## src/rtl/fetch_stage.sv

```systemverilog
// fetch_stage: IF pipeline stage.
// Owns the fetch PC, drives a combinational instruction ROM, and registers the
// fetched word into IF/ID. Redirects resolved in ID (JR > J > Z) squash the slot
// currently being fetched, costing one bubble. A stall freezes both the PC and
// IF/ID, and it overrides any redirect; the hazard unit re-presents the redirect
// once the stall clears.
module fetch_stage #(
    parameter logic [31:0] RESET_PC = 32'h0000_0000,
    parameter int          IMEM_AW  = 6
) (
    input  logic               clk,
    input  logic               reset,
    input  logic               Z,
    input  logic               J,
    input  logic               JR,
    input  logic               PC_IFWrite,
    input  logic [31:0]        JumpAddr,
    input  logic [31:0]        JrAddr,
    input  logic [31:0]        BranchAddr,
    output logic [IMEM_AW-1:0] imem_addr,
    input  logic [31:0]        imem_data,
    output logic [31:0]        PC,
    output logic [31:0]        NextPC_if,
    output logic [31:0]        Instruction_id,
    output logic [31:0]        NextPC_id,
    output logic               IF_flush,
    output logic [31:0]        FetchCount
);

    logic [31:0] next_pc_sel;
    logic [31:0] next_pc_aligned;

    // The ROM is word addressed. Upper PC bits are dropped, so addresses alias
    // modulo the ROM depth.
    assign imem_addr = PC[IMEM_AW+1:2];

    // PC+4 wraps naturally at 32 bits.
    assign NextPC_if = PC + 32'd4;

    // Any redirect resolved in ID squashes the instruction in IF.
    assign IF_flush  = Z | J | JR;

    // Next-PC mux: JR has highest priority, then J, then branch, then sequential.
    always_comb begin
        next_pc_sel = NextPC_if;
        if (JR)
            next_pc_sel = JrAddr;
        else if (J)
            next_pc_sel = JumpAddr;
        else if (Z)
            next_pc_sel = BranchAddr;
    end

    // Targets are forced to word alignment before they are loaded.
    assign next_pc_aligned = next_pc_sel & 32'hFFFF_FFFC;

    // Update PC and IF/ID. Reset wins, then stall, then redirect/sequential.
    always_ff @(posedge clk) begin
        if (reset) begin
            PC             <= RESET_PC;
            Instruction_id <= 32'h0;
            NextPC_id      <= 32'h0;
            FetchCount     <= 32'h0;
        end else if (PC_IFWrite) begin
            PC <= next_pc_aligned;
            if (IF_flush) begin
                Instruction_id <= 32'h0;
                NextPC_id      <= 32'h0;
            end else begin
                Instruction_id <= imem_data;
                NextPC_id      <= NextPC_if;
                FetchCount     <= FetchCount + 32'd1;
            end
        end
    end

endmodule

```

## config.mk

```make
export PLATFORM = sky130hd
export DESIGN_NAME = fetch_stage
export DESIGN_NICKNAME = d
export VERILOG_FILES = /design/src/rtl/fetch_stage.sv
export SDC_FILE = /design/constraint.sdc
export NUM_CORES = 1
export LEC_CHECK = 0
export BUFFER_PORTS_ARGS = -buffer_cell sky130_fd_sc_hd__buf_2
export CORE_MARGIN = 5
export CORE_UTILIZATION = 42
export CTS_CLUSTER_SIZE = 16
export DETAILED_ROUTE_END_ITERATION = 10
export PLACE_DENSITY = 0.77
export SYNTH_ARGS = -nofsm -noshare
export SYNTH_HDL_FRONTEND = slang
export SYNTH_SLANG_ARGS = --single-unit
```

## constraint.sdc

```tcl
create_clock -name clk -period 2 [get_ports clk]
set_input_delay 0.3 -clock clk [delete_from_list [all_inputs] [get_ports clk]]
set_output_delay 0.3 -clock clk [all_outputs]
set_load 0.05 [all_outputs]
```

; ---- Word-level counts from Yosys, hierarchy flattened
; Index checks and enable logic that the tools add are counted.
[classes]
add_sub_neg = 2
mul = 0
div_mod_pow = 0
n_lt_le_gt_ge = 0
n_eq_ne = 0
shifts = 0
mux = 5
bitwise_logic = 3
n_reduce_logical = 1
[op_table]
columns = cell, count
row1 = $mux W32, 5
row2 = $add A32 B1 Y32 const B, 1
row3 = $add A32 B3 Y32 const B, 1
row4 = $or A1 B1 Y1, 2
row5 = $reduce_and A2 Y1, 1
row6 = $not A1 Y1, 1
[totals]
ff_bits = 126
latch_bits = 0
ramBits = 0
romBits = 0
input_bits = 134
out_inout_bits = 167
elab_cells = 15
mem_count = 0

; ---- Longest topological paths before layout
[logic_depth]
depth_word = 4
ltp_mapped = 8
mapped_depth_nobuf = 6

; ---- Worst setup path after synthesis
; Ideal clock, no wire load.
[synth_path]
path_kind = register to output
start = register PC[14]
end = output port NextPC_if[31]
arrival_time_ns = 2.654
required_ns = 1.700
setup_slack_ns = -0.954
path_stages_with_launch = 5
path_buffers = 0
cell_sequence = dfxtp_1 > nand4_2 > or4_4 > nor4_2 > xor2_1
[synth_via]
elab_chain_len = 1
[synth_lines]
columns = item, line
row1 = from (decl), 22  ; output logic [31:0] PC,
row2 = from (signal assigned), 65  ; PC <= next_pc_aligned;
row3 = $add A32 B3 Y32, 38  ; assign NextPC_if = PC + 32'd4;
row4 = to (decl), 23  ; output logic [31:0] NextPC_if,
; No other way between the ends.

; ---- Worst setup path after layout
[layout_path]
start = register PC[12]
end = output port NextPC_if[29]
; Same word-level chain as after synthesis.

==> reports/metrics.cfg <==
[routing]
drt-pass1-iter-count=5
dr_total_vias=7834
drt_drc_violations_left=0
wire_per_inst_um=20.6
vias_per_cell=5.88
drt_wl_total_um=27500
antenna_violating_nets_post_route=0
detailedRoute.firstIterationViolations=686

[global_route]
global_route.usage.total_pct=29.1
grt_pass1_wl_um=41000
grt_start_max_net_pins=88
global_route.overflow_total=0
initial_antenna_violation_count=3
number_of_global_route_vias_before_repair=7510

[timing]
worstMarginPinSlew_ns=0.975
postLayoutSetupSlackWorst_ns=-0.580
timing.clock.skew_ns=0.00961
rsz0062_at_grt=true
final_max_slew_viol_count=0
hold_viol=0
fin_tns_setup_ns=-8.43
min_period_over_period_pct=129
slew-limit-headroom_pct=34.9
timing.final.setup_violations=22
max_clock_freq_mhz=388
period_needed_ns=2.58
whs_ns=0.110

[setup_path]
worstSetupPathType=reg2out
timing.reg2reg.worst_path_depth=11
r2r-start=PC[12]
worst_path_largest_cell_delay_ns=0.36
startpoint_type=register
worstReg2RegEnd=NextPC_id[19]
required_ns=1.70
critical_path.endpoint_type=primary output
arrival_ns=2.28
crit_path_most_repeated_cell=sky130_fd_sc_hd__buf_6
critical_path.n_buffers_inverters=5
critical_path.cell_chain=nand4_4 -> buf_4 -> buf_6 -> buf_12 -> nor4_4 -> nand4_1 -> xor2_1 -> inv_1 -> buf_6
cp_top_family=buffers and inverters
worstPathMaxFanout=3
reg_to_reg_setup_timing_slack_ns=-0.04
critPathSlowestCell=sky130_fd_sc_hd__dfxtp_4

[floorplanning]
core_area_um2=14600
io-pin-count=301
floorplan.rows=44
design.die.area_um2=17500
start_util_pct=43.0
die_width_um=132
chipHeight_um=132

[synthesis]
synth.avg_cell_area_um2=8.40
flip_flop_and_latch_count_after_synthesis=124
synthArstFlopShare_pct=0
synth_top_area_share_pct=39.4
post_synth_num_cell_types=66
synth.top_cells.by_area=sky130_fd_sc_hd__dfxtp_1, sky130_fd_sc_hd__nor2_1, sky130_fd_sc_hd__a22oi_1
syn_area_um2=6300
synth_edf_count=0
synth.yosys.seq_area_share_pct=39.4
synth.largest_area_cell=sky130_fd_sc_hd__dfxtp_1
yosys_warnings=0
cells_after_synth=750
synthFlopType=sky130_fd_sc_hd__dfxtp_1

[cts]
clock_tree_root=sky130_fd_sc_hd__clkbuf_16
tritoncts_buffers=17
cts-htree-levels=4
clockBufferDepth=2
clkLatencyLatePin_ns=0.42
tritoncts_num_sinks=124
cts_tree=built
worst_setup_hold_path_clk_slew_ns=0.06

[final_layout]
drive_gt1_share_pct=51.0
final_design_area_no_fill_um2=10500
synthToLayoutAreaGrowth_pct=66.2
num-nets-final=1272
final_core_utilization_pct=71.5

[power_and_ir_drop]
power_density_nw_per_um2=702
power.static_leakage_nw=4.85
worst_ir_drop_vdd_mv=0.662
design_power_total_mw=7.35

[hold_path]
worstHoldPathCells=3
hold_class=in2reg
min_from=imem_data[5]
destination_of_the_worst_hold_path=Instruction_id[5]

[place]
gp_congestion=0.952
postPlaceCellArea_um2=8960
detailed_place_hpwl_um=19200
port_buffers=288

[flow_run]
cap_viol_max_count=0

[status]
violations=negative setup slack
status=complete, but fails checks

[sequential cells by signal (all words and copies together), names as in the netlist]
signal          count
FetchCount         32
Instruction_id     32
NextPC_id          30
PC                 30
[routing by layer]
metal	GRT usage (%)	wire [um]	vias to the layer above
met5	0	39	-
li1	-	-	3510
met3	10.1	2980	118
met1	33.9	9920	3662
met4	15.1	1400	6
met2	47.4	13100	538
[power breakdown]
part | internal (mW) | switching (mW)
clock | 1.98 | 1.17
combinational | 0.573 | 1.05
sequential | 2.52 | 0.0591
total | 5.08 | 2.27
[metrics by stage]
stage | std cells | setup WS, ns
3_3_place_gp | 1264 | -0.204
2_1_floorplan | 755 | -0.269
6_report | 1333 | -0.580
3_5_place_dp | 1264 | -0.292
5_1_grt | 1332 | -0.729
4_1_cts | 1315 | -0.536
[cells by family after synthesis]
family                     Yosys count  share of synthesized area, %
buffers and inverters               87                          6.44
other                                1                        0.0595
and+or+nand+nor                    282                          23.1
adders and majority gates            2                         0.397
xor gates and xnor gates            47                          6.54
muxes                               10                          1.63
AOI/OAI and AO/OA                  197                          22.4
DFF                                124                          39.4
[cell type report]
type | count | area [um2]
antenna | 1 | 2.50
clock buffer | 23 | 531
clock inverter | 8 | 75.1
fill | 1089 | 4180
inverter | 21 | 78.8
multi-input combinational | 544 | 4140
sequential | 124 | 2600
tap | 184 | 230
timing repair buffer | 428 | 2810
[cell usage after synthesis, types with 17 or more instances]
cell type	n
sky130_fd_sc_hd__xnor2_1	31
sky130_fd_sc_hd__o21ai_0	20
sky130_fd_sc_hd__nand4_1	17
sky130_fd_sc_hd__dfxtp_1	124
sky130_fd_sc_hd__nand2_1	49
sky130_fd_sc_hd__nand3_1	28
sky130_fd_sc_hd__a22o_1	17
sky130_fd_sc_hd__clkbuf_1	41
sky130_fd_sc_hd__a21oi_1	28
sky130_fd_sc_hd__inv_1	20
sky130_fd_sc_hd__nor2_1	97
sky130_fd_sc_hd__nor3_1	18
sky130_fd_sc_hd__a22oi_1	45
[repair_timing]
| item | CTS | global route |
|---|---|---|
| pin swaps | 27 | 36 |
| hold buffers | 0 | 0 |
| setup buffers | 20 | 18 |
| endpoints found under the setup margin | 28 | 35 |
| resized for setup | 105 | 34 |
[placed cells by master, fill, tap and decap left out, drive strengths merged, types with 7 or more instances in the layout]
master  Yosys  routed
nor2       99      99
clkbuf     41      23
a221oi     11      11
nor3       19      19
a22o       17      17
a211oi      9       9
xor2       16      16
mux2i       8       8
o31ai       8       8
inv        20      24
buf        25     428
or2         9       9
a22oi      45      45
o22ai      16      16
a21oi      28      28
xnor2      31      31
nand2      50      50
and3        9       9
or3         7       7
o21ai      20      20
dfxtp     124     124
nor4       17      17
nand4      19      19
nand3      28      28
o221ai      8       8
[worst register-to-register path, cell delays in order (launching register included)]
cell and delay [ns]:
sky130_fd_sc_hd__dfxtp_4 0.36, sky130_fd_sc_hd__nand4_4 0.11, sky130_fd_sc_hd__buf_4 0.15, sky130_fd_sc_hd__buf_6 0.12, sky130_fd_sc_hd__buf_12 0.13, sky130_fd_sc_hd__nor4_4 0.24, sky130_fd_sc_hd__buf_4 0.18, sky130_fd_sc_hd__nand2_4 0.07
sky130_fd_sc_hd__xnor2_4 0.15, sky130_fd_sc_hd__buf_4 0.13, sky130_fd_sc_hd__buf_4 0.12, sky130_fd_sc_hd__a22o_1 0.18
[worst max path at each step]
stage                    end  slack, ns  cells after the start   start
6_report       NextPC_if[29]      -0.58                      9  PC[12]
5_1_grt        NextPC_if[29]      -0.73                      9  PC[12]
4_1_cts        NextPC_if[22]      -0.54                      6  PC[12]
3_5_place_dp   NextPC_if[22]      -0.29                      6  PC[12]
3_3_place_gp   NextPC_if[22]      -0.20                      6  PC[12]
2_1_floorplan  NextPC_if[31]      -0.27                      4  PC[19]
Power figures use the tool's default switching activity.
